### src/rtl/clock_pkg.sv
`default_nettype none
// ============================================================================
//  Module      : clock_pkg
//  Description : Shared types and BCD limits for the 24-hour clock time-set
//                controller and its BCD incrementer.
//  Revision    : 1.0 - initial release
// ============================================================================
package clock_pkg;

   // Controller state; the value doubles as the encoding on the mode output
   // for the three user-visible states.
   typedef enum logic [1:0] {
      RUN     = 2'd0,
      SET_HR  = 2'd1,
      SET_MIN = 2'd2,
      LOAD    = 2'd3
   } mode_t;

   // Largest legal BCD digits for hours (23) and minutes (59)
   localparam logic [3:0] HR_MAX_MS  = 4'd2;
   localparam logic [3:0] HR_MAX_LS  = 4'd3;
   localparam logic [3:0] MIN_MAX_MS = 4'd5;
   localparam logic [3:0] MIN_MAX_LS = 4'd9;

endpackage : clock_pkg
`default_nettype wire

### src/rtl/clock_set_ctrl_bcd2_inc.sv
`default_nettype none
// ============================================================================
//  Module      : bcd2_inc
//  Description : Combinational two-digit BCD incrementer. Steps the value by
//                one, carrying from the units digit at 9 and wrapping to 00
//                once the value equals MAX_MS:MAX_LS.
//  Revision    : 1.0 - initial release
// ============================================================================
module bcd2_inc
   import clock_pkg::*;
#(
   parameter logic [3:0] MAX_MS = HR_MAX_MS,
   parameter logic [3:0] MAX_LS = HR_MAX_LS
) (
   input  logic [3:0] ms,
   input  logic [3:0] ls,
   output logic [3:0] ms_next,
   output logic [3:0] ls_next
);

   // Wrap at the maximum first; otherwise carry out of the units digit at 9
   always_comb begin
      ms_next = ms;
      ls_next = ls + 4'd1;
      if ((ms == MAX_MS) && (ls == MAX_LS)) begin
         ms_next = 4'd0;
         ls_next = 4'd0;
      end else if (ls >= 4'd9) begin
         ms_next = ms + 4'd1;
         ls_next = 4'd0;
      end
   end

endmodule : bcd2_inc
`default_nettype wire

### src/rtl/clock_set_ctrl.sv
`default_nettype none
// ============================================================================
//  Module      : clock_set_ctrl
//  Description : Run/edit controller for the 24-hour BCD clock core. Produces
//                the per-second count enable and a button-driven time-set
//                mode that commits the edited time with a one-cycle load.
//  Revision    : 1.0 - initial release
// ============================================================================
module clock_set_ctrl
   import clock_pkg::*;
#(
   parameter int TICKS_PER_SEC = 1,
   parameter int TIMEOUT_SEC   = 30
) (
   input  logic       clk,
   input  logic       reset,
   input  logic       btn_mode,
   input  logic       btn_inc,
   input  logic [3:0] cur_ms_hr,
   input  logic [3:0] cur_ls_hr,
   input  logic [3:0] cur_ms_min,
   input  logic [3:0] cur_ls_min,
   output logic       run_en,
   output logic       load,
   output logic [3:0] ld_ms_hr,
   output logic [3:0] ld_ls_hr,
   output logic [3:0] ld_ms_min,
   output logic [3:0] ld_ls_min,
   output logic [1:0] mode,
   output logic       blink
);

   localparam int PW = (TICKS_PER_SEC > 1) ? $clog2(TICKS_PER_SEC) : 1;
   localparam int TW = (TIMEOUT_SEC > 1) ? $clog2(TIMEOUT_SEC + 1) : 1;

   localparam logic [PW-1:0] PRE_LAST = PW'(TICKS_PER_SEC - 1);
   localparam logic [TW-1:0] TO_LAST  = TW'(TIMEOUT_SEC - 1);

   localparam logic [1:0] ST_RUN     = RUN;
   localparam logic [1:0] ST_SET_HR  = SET_HR;
   localparam logic [1:0] ST_SET_MIN = SET_MIN;
   localparam logic [1:0] ST_LOAD    = LOAD;

   logic [1:0]    state;
   logic [1:0]    next_state;
   logic [PW-1:0] pre_cnt;
   logic [TW-1:0] tout_cnt;
   logic          btn_mode_q;
   logic          btn_inc_q;
   logic          mode_edge;
   logic          inc_edge;
   logic          sec_tick;
   logic          timed_out;
   logic          in_set;
   logic          next_in_set;

   logic [3:0] edit_ms_hr;
   logic [3:0] edit_ls_hr;
   logic [3:0] edit_ms_min;
   logic [3:0] edit_ls_min;
   logic [3:0] hr_ms_next;
   logic [3:0] hr_ls_next;
   logic [3:0] min_ms_next;
   logic [3:0] min_ls_next;

   // Mode has priority: an inc edge coinciding with a mode edge is dropped
   assign mode_edge   = btn_mode & ~btn_mode_q;
   assign inc_edge    = btn_inc & ~btn_inc_q & ~mode_edge;
   assign sec_tick    = (pre_cnt == PRE_LAST);
   assign in_set      = (state == ST_SET_HR) || (state == ST_SET_MIN);
   assign next_in_set = (next_state == ST_SET_HR) || (next_state == ST_SET_MIN);
   // The tick that would carry the count to TIMEOUT_SEC abandons the edit
   assign timed_out   = in_set && sec_tick && !inc_edge && (tout_cnt == TO_LAST);

   bcd2_inc #(
      .MAX_MS (HR_MAX_MS),
      .MAX_LS (HR_MAX_LS)
   ) u_hr_inc (
      .ms      (edit_ms_hr),
      .ls      (edit_ls_hr),
      .ms_next (hr_ms_next),
      .ls_next (hr_ls_next)
   );

   bcd2_inc #(
      .MAX_MS (MIN_MAX_MS),
      .MAX_LS (MIN_MAX_LS)
   ) u_min_inc (
      .ms      (edit_ms_min),
      .ls      (edit_ls_min),
      .ms_next (min_ms_next),
      .ls_next (min_ls_next)
   );

   // Next-state decode for the run/edit sequence
   always_comb begin
      next_state = state;
      case (state)
         ST_RUN: begin
            if (mode_edge) next_state = ST_SET_HR;
         end
         ST_SET_HR: begin
            if (mode_edge)      next_state = ST_SET_MIN;
            else if (timed_out) next_state = ST_RUN;
         end
         ST_SET_MIN: begin
            if (mode_edge)      next_state = ST_LOAD;
            else if (timed_out) next_state = ST_RUN;
         end
         default: next_state = ST_RUN;
      endcase
   end

   // State register and button history; history resets high so a button
   // held through reset does not register as a press
   always_ff @(posedge clk or posedge reset) begin
      if (reset) begin
         state      <= ST_RUN;
         btn_mode_q <= 1'b1;
         btn_inc_q  <= 1'b1;
      end else begin
         state      <= next_state;
         btn_mode_q <= btn_mode;
         btn_inc_q  <= btn_inc;
      end
   end

   // Second prescaler: free-running, held at zero through the load cycle so
   // the first second after a commit is a full second
   always_ff @(posedge clk or posedge reset) begin
      if (reset) begin
         pre_cnt <= '0;
      end else if ((state == ST_LOAD) || sec_tick) begin
         pre_cnt <= '0;
      end else begin
         pre_cnt <= pre_cnt + 1'b1;
      end
   end

   // Inactivity counter in whole seconds while editing
   always_ff @(posedge clk or posedge reset) begin
      if (reset) begin
         tout_cnt <= '0;
      end else if ((next_state != state) || mode_edge || inc_edge) begin
         tout_cnt <= '0;
      end else if (in_set && sec_tick) begin
         tout_cnt <= tout_cnt + 1'b1;
      end
   end

   // Edit registers: snapshot of the core on entry, then stepped per field
   always_ff @(posedge clk or posedge reset) begin
      if (reset) begin
         edit_ms_hr  <= 4'd0;
         edit_ls_hr  <= 4'd0;
         edit_ms_min <= 4'd0;
         edit_ls_min <= 4'd0;
      end else if ((state == ST_RUN) && mode_edge) begin
         edit_ms_hr  <= cur_ms_hr;
         edit_ls_hr  <= cur_ls_hr;
         edit_ms_min <= cur_ms_min;
         edit_ls_min <= cur_ls_min;
      end else if ((state == ST_SET_HR) && inc_edge) begin
         edit_ms_hr  <= hr_ms_next;
         edit_ls_hr  <= hr_ls_next;
      end else if ((state == ST_SET_MIN) && inc_edge) begin
         edit_ms_min <= min_ms_next;
         edit_ls_min <= min_ls_next;
      end
   end

   // Registered outputs, all derived from the state being entered
   always_ff @(posedge clk or posedge reset) begin
      if (reset) begin
         run_en    <= 1'b0;
         load      <= 1'b0;
         ld_ms_hr  <= 4'd0;
         ld_ls_hr  <= 4'd0;
         ld_ms_min <= 4'd0;
         ld_ls_min <= 4'd0;
         mode      <= ST_RUN;
         blink     <= 1'b0;
      end else begin
         run_en <= (state == ST_RUN) && (next_state == ST_RUN) && sec_tick;
         load   <= (next_state == ST_LOAD);
         mode   <= (next_state == ST_LOAD) ? ST_RUN : next_state;
         if (next_state == ST_LOAD) begin
            ld_ms_hr  <= edit_ms_hr;
            ld_ls_hr  <= edit_ls_hr;
            ld_ms_min <= edit_ms_min;
            ld_ls_min <= edit_ls_min;
         end
         if (!next_in_set || (next_state != state)) begin
            blink <= 1'b0;
         end else if (sec_tick) begin
            blink <= ~blink;
         end
      end
   end

endmodule : clock_set_ctrl
`default_nettype wire

### config.mk
export PLATFORM = sky130hd
export DESIGN_NAME = clock_set_ctrl
export DESIGN_NICKNAME = d
export VERILOG_FILES = /design/src/rtl/clock_pkg.sv /design/src/rtl/clock_set_ctrl_bcd2_inc.sv /design/src/rtl/clock_set_ctrl.sv
export SDC_FILE = /design/constraint.sdc
export NUM_CORES = 1
export LEC_CHECK = 0
export ABC_AREA = 1
export CAP_MARGIN = 20
export CORE_MARGIN = 8
export CORE_UTILIZATION = 54
export CTS_CLUSTER_DIAMETER = 30
export DETAILED_ROUTE_END_ITERATION = 10
export GPL_ROUTABILITY_DRIVEN = 0
export PLACE_DENSITY = 0.78
export SLEW_MARGIN = 20
export SYNTH_ARGS = -nofsm -noshare
export SYNTH_HDL_FRONTEND = slang
export SYNTH_HIERARCHICAL = 1
export SYNTH_SLANG_ARGS = --single-unit
### constraint.sdc
create_clock -name clk -period 3.3 [get_ports clk]
set_input_delay 0.33 -clock clk [delete_from_list [all_inputs] [get_ports clk]]
set_output_delay 0.33 -clock clk [all_outputs]
set_load 0.1 [all_outputs]
==> reports/summary.txt, run 1 <==
Yosys reg bits -> 47
PortBufs -> 40
wire length on met1 -> 2593 um
All-Layer GR Usage -> 15.62%
CTS tree -> yes
via count -> 2196
Worst setup EP type -> flop
vias in the first global route -> 2049
Startpoint Class -> flop
non-filler cells, final -> 428
top routing layer in use -> met4
f_max -> 366.4 MHz
Cell Area, Synth -> 0.002788 sq mm
slew at the pin closest to its max-slew limit -> 981.7 ps
Synth top area share -> 40.39%
routed wl met3 -> 281 um
core box area -> 0.005042 sq mm
FF+latch area -> 0.001179 sq mm
remaining global-route overflow -> 0
Fillers -> 422
placement row count -> 26
Worst Skew -> 8.782 ps
WP data required -> 3490 ps
Area growth, synth to finish -> 19.66%
initial antenna violation count -> 0
die area -> 0.007718 sq mm
Post-CTS Resized -> 0
dpl hpwl -> 4147 um
Post-Place Cell Area -> 0.003234 sq mm
Area contributors post-synth -> dfrtp_1 (40%), ha_1 (9.0%), nand2_1 (7.8%), mux2_2 (6.5%), nor2_1 (6.2%)
Cells after Synth -> 317
Async SR Flop Fraction -> 100.0%
First-pass DRT Iterations -> 4
Finish-stage setup viols -> 0
unrepaired setup endpoints after global routing -> no
post-layout min period -> 2729 ps
area of the multi-input gates -> 0.001416 sq mm
hold_buf cts -> 0
status -> completed
DR WL/cell -> 13.54 um
Sink Count -> 47
layout cells sized above 1 -> 15.92%
die span in x -> 87.85 um
largest net degree at the start of global routing -> 48
H-tree levels -> 2
Setup CP Type -> reg2reg
n_diodes -> 0
worst hold-check path type -> in2async
number of cells after detailed placement -> 420
met2 WL post-DR -> 2849 um
crit path max fanout -> 13
Post-route DRC -> 0
post-synthesis sequential area ratio -> 42.28%
syn_area_per_cell -> 8.794 sq um
critical path arrival -> 2920 ps
TritonCTS buffer count -> 5
slew margin rel. -> 34.35%
max_cap viols -> 0
final hold slack -> 460.5 ps
nets -> 397
fin crit share -> 82.69%
prevailing post-synth register cell -> dfrtp_1
num ports -> 41
DR iter-0 viols -> 150
Initial Util -> 55.29%
top-count cell post-synth -> nand2_1
worst r2r path cells -> 10
synth unique cells -> 33
Post-Route Setup TNS -> 0 ps
area leader, netlist -> dfrtp_1
final WL -> 5794 um
first-pass GRT wire length -> 9370 um
Fin. Hold Viols -> 0
CTS clk-pin slew, worst paths -> 90 ps
Synthesis Warnings -> 6
Max Buffers Root-to-Sink -> 2
final-report max-slew violation count -> 0
Detail Route Antenna Nets -> 0
Root Buffer -> clkbuf_8
design area -> 0.003336 sq mm
EDFF count, synth -> 0
die height -> 87.85 um
Net Count, Synth -> 357
later-pin clock latency in the skew report -> 300 ps
Post-CTS Setup Bufs -> 0
vias per inst -> 5.131
Post-synth top cells -> nand2_1 (58), nor2_1 (46), dfrtp_1 (45), inv_1 (29), nand3_1 (29)
==> layout by cell type (no fill, tap or decap), drive strengths merged <==
master	n
a21boi	1
a21oi	6
a31oi	17
buf	2
clkbuf	8
clkdlybuf4s50	40
clkinv	2
conb	1
dfrtp	45
dfstp	2
ha	20
inv	34
mux2	16
nand2	68
nand3	32
nand4	4
nor2	49
o21ai	2
or2	1
xnor2	2
xor2	6
==> registers in the layout, summed over array words and instances, names as in the netlist <==
name,flops
ld_ms_hr,4
blink,1
run_en,1
pre_cnt,1
edit_ls_min,4
ld_ls_min,4
state,2
ld_ms_min,4
btn_inc_q,1
ld_ls_hr,4
btn_mode_q,1
load,1
edit_ms_min,4
edit_ms_hr,4
tout_cnt,5
mode,2
edit_ls_hr,4
==> cell type report <==
cell class,count,share of cell area (%)
well taps,70,2.626
repair buffers,42,12.45
inverters,36,4.126
multi-input cells,225,42.46
flip-flops and latches,47,35.33
clock buffers,8,3.001
==> path summary, 6_finish.rpt <==
kind,endpoint,start,slack (ps)
max reg2reg,ld_ms_min[1],state[0],570
min,ld_ms_min[0],reset,460
max in group asynchronous,ld_ms_hr[0],reset,2360
min reg2reg,run_en,pre_cnt,470
max,ld_ms_min[1],state[0],570
min in group clk,btn_inc_q,btn_inc,460
==> worst max-delay path, stage by stage, from the launching register on <==
cell and delay, ps:
dfrtp_1 430, inv_1 120, ha_1 340, buf_4 270, nand2_1 70, a21oi_1 160, nand2_1 130, inv_1 120
ha_1 340, buf_4 280, mux2_2 350
==> layer usage <==
| layer | vias to the layer above | global-route usage (%) |
|---|---|---|
| li1 | 1101 | - |
| met1 | 1040 | 19.57 |
| met2 | 49 | 25.72 |
| met3 | 6 | 3.471 |
| met4 | 0 | 5.469 |
| met5 | - | 0 |
==> stage by stage <==
step           setup slack, ps  utilization (%)
3_3_place_gp             678.9            64.14
6_report                 571.1            66.15
2_1_floorplan            917.9                -
4_1_cts                  541.3            66.13
5_1_grt                  355.0            66.15
3_5_place_dp             557.1            64.14
==> cell families (layout without fill, tap and decap cells) <==
family          after synthesis  after routing  synth area share, %
buf+inv                      45             86                6.911
compound gates               26             26                6.912
flops                        47             47                42.28
fa+ha+maj                    20             20                8.977
simple gates                154            154                25.81
mux                          16             16                6.463
xor+xnor                      8              8                2.514
other cells                   1              1               0.1345
Power of run 1 is not shown: default switching activity piles up to over one toggle a cycle in this logic, so the estimate is an artifact.
==> run 2, diff against run 1 <==
CORE_UTILIZATION = 49   (was 54)
PLACE_DENSITY = 0.75   (was 0.78)
clock period = 2.4 ns   (was 3.3 ns; I/O delays follow)
==> run 2 against run 1 <==
Setup slack worse by 440 ps. Global-route usage is 0.47 points lower. Sequential share of layout area is 0.30 points lower. Critical path depth is 3 higher. First-iteration DRC count is 7.3% lower. Die area is 8.3% higher. Largest cell class unchanged. Non-clock buffer count is 9 higher. Highest routed layer unchanged. Critical path type unchanged. Clock skew is 2.3 ps higher.
==> reports/summary.txt, run 2 (synthesis gave the netlist of run 1 again) <==
Biggest register -> tout_cnt (unchanged)
vias in the first global route -> 2178 (was 2049)
status -> completed (unchanged)
initial antenna violation count -> 0 (unchanged)
fin crit share -> 94.60% (was 82.69%)
post-layout min period -> 2270 ps (was 2729 ps)
H-tree levels -> 2 (unchanged)
max_cap viols -> 0 (unchanged)
DR WL/cell -> 14.44 um (was 13.54 um)
Sink Count -> 47 (unchanged)
largest net degree at the start of global routing -> 19 (was 48)
Area growth, synth to finish -> 20.69% (was 19.66%)
placement row count -> 27 (was 26)
Finish-stage setup viols -> 0 (unchanged)
CTS clk-pin slew, worst paths -> 80 ps (was 90 ps)
worst hold-check path type -> in2async (unchanged)
PortBufs -> 40 (unchanged)
slew margin rel. -> 64.99% (was 34.35%)
num ports -> 41 (unchanged)
max reg flops -> 5 (unchanged)
commonest non-fill, non-tap cell in the layout -> nand2_1 (unchanged)
layout cells sized above 1 -> 24.25% (was 15.92%)
Startpoint Class -> flop (unchanged)
final-report max-slew violation count -> 0 (unchanged)
final WL -> 6340 um (was 5794 um)
via count -> 2269 (was 2196)
TritonCTS buffer count -> 5 (unchanged)
DR iter-0 viols -> 139 (was 150)
nets -> 406 (was 397)
Worst Skew -> 11.10 ps (was 8.782 ps)
first-pass GRT wire length -> 10400 um (was 9370 um)
dpl hpwl -> 4468 um (was 4147 um)
Worst setup EP type -> flop (unchanged)
n_diodes -> 0 (unchanged)
Root Buffer -> clkbuf_8 (unchanged)
remaining global-route overflow -> 0 (unchanged)
Max Buffers Root-to-Sink -> 2 (unchanged)
Detail Route Antenna Nets -> 0 (unchanged)
die span in x -> 91.43 um (was 87.85 um)
CTS tree -> yes (unchanged)
f_max -> 440.4 MHz (was 366.4 MHz)
Fin. Hold Viols -> 0 (unchanged)
Post-route DRC -> 0 (unchanged)
crit path max fanout -> 9 (was 13)
die height -> 91.43 um (was 87.85 um)
vias per inst -> 5.169 (was 5.131)
critical path arrival -> 2450 ps (was 2920 ps)
WP data required -> 2580 ps (was 3490 ps)
First-pass DRT Iterations -> 4 (unchanged)
most frequent cells in the layout -> nand2_1 (57), nor2_1 (46), dfrtp_1 (45) (was nand2_1 (58), nor2_1 (46), dfrtp_1 (45))
core box area -> 0.005507 sq mm (was 0.005042 sq mm)
slew at the pin closest to its max-slew limit -> 525.2 ps (was 981.7 ps)
Initial Util -> 50.62% (was 55.29%)
Post-Route Setup TNS -> 0 ps (unchanged)
All-Layer GR Usage -> 15.15% (was 15.62%)
later-pin clock latency in the skew report -> 300 ps (about the same)
Setup CP Type -> reg2reg (unchanged)
die area -> 0.008359 sq mm (was 0.007718 sq mm)
[run 2: cell types whose count changed in the layout (fill, tap and decap cells not counted), sizes merged]
cell	before	now
inv	34	35
clkinv	2	1
buf	2	32
clkdlybuf4s50	40	19
[run 2: cell type report]
cell class                      count  area [sq um]
Sequential cell                    47          1179
Fill cell                         477          2142
Multi-Input combinational cell    225          1421
Tap cell                           72         90.09
Timing Repair Buffer               51         437.9
Inverter                           36         136.4
Clock buffer                        8         100.1
[run 2: metrics by stage]
| stage | util, % | setup slack (ps) | instance area, sq um | hold WS, ps | cells |
|---|---|---|---|---|---|
| after floorplan | - | 17.94 | 2788 | 244.5 | 317 |
| after global placement | 58.51 | 205.7 | 3222 | 460.9 | 427 |
| after detailed placement | 58.51 | 126.3 | 3222 | 461.1 | 427 |
| after CTS | 60.33 | 111.6 | 3322 | 222.6 | 435 |
| after global routing | 61.10 | -28.30 | 3364 | 233.7 | 439 |
| final | 61.10 | 129.5 | 3364 | 206.9 | 439 |
[run 2: routing by layer]
layer / track usage [%] / share of wire [%] / up-vias
met5: 0 / 0 / -
met4: 3.820 / 0.93 / 0
met3: 3.951 / 5.2 / 5
met2: 24.25 / 47 / 60
met1: 19.75 / 47 / 1083
li1: - / - / 1121
[run 2: what timing repair did]
item,4_1_cts,5_1_grt
endpoints found under the setup margin,0,16
buffers inserted,0,4
hold buffers,0,0
gates resized for setup,0,4
[run 2: worst paths after layout]
| check | start | endpoint | slack [ps] | depth (start not counted) |
|---|---|---|---|---|
| max reg2reg | state[1] | ld_ms_hr[0] | 130 | 13 |
| min in group clk | btn_inc | btn_inc_q | 360 | 1 |
| max | state[1] | ld_ms_hr[0] | 130 | 13 |
| min | reset | run_en | 210 | 2 |
| max in group asynchronous | reset | ld_ls_hr[0] | 1610 | 3 |
| min reg2reg | pre_cnt | run_en | 470 | 1 |
[run 2: critical path: stages (launching register included)]
cell and delay, ps:
dfrtp_1 430, inv_1 120, ha_1 230, inv_1 100, nand2_1 80, nor2_1 40, nand3_1 90, nand2_1 60
nand2_1 110, nand2_2 90, inv_1 110, ha_2 210, buf_6 140, mux2_2 340
Power of run 2 is left out for the same reason.
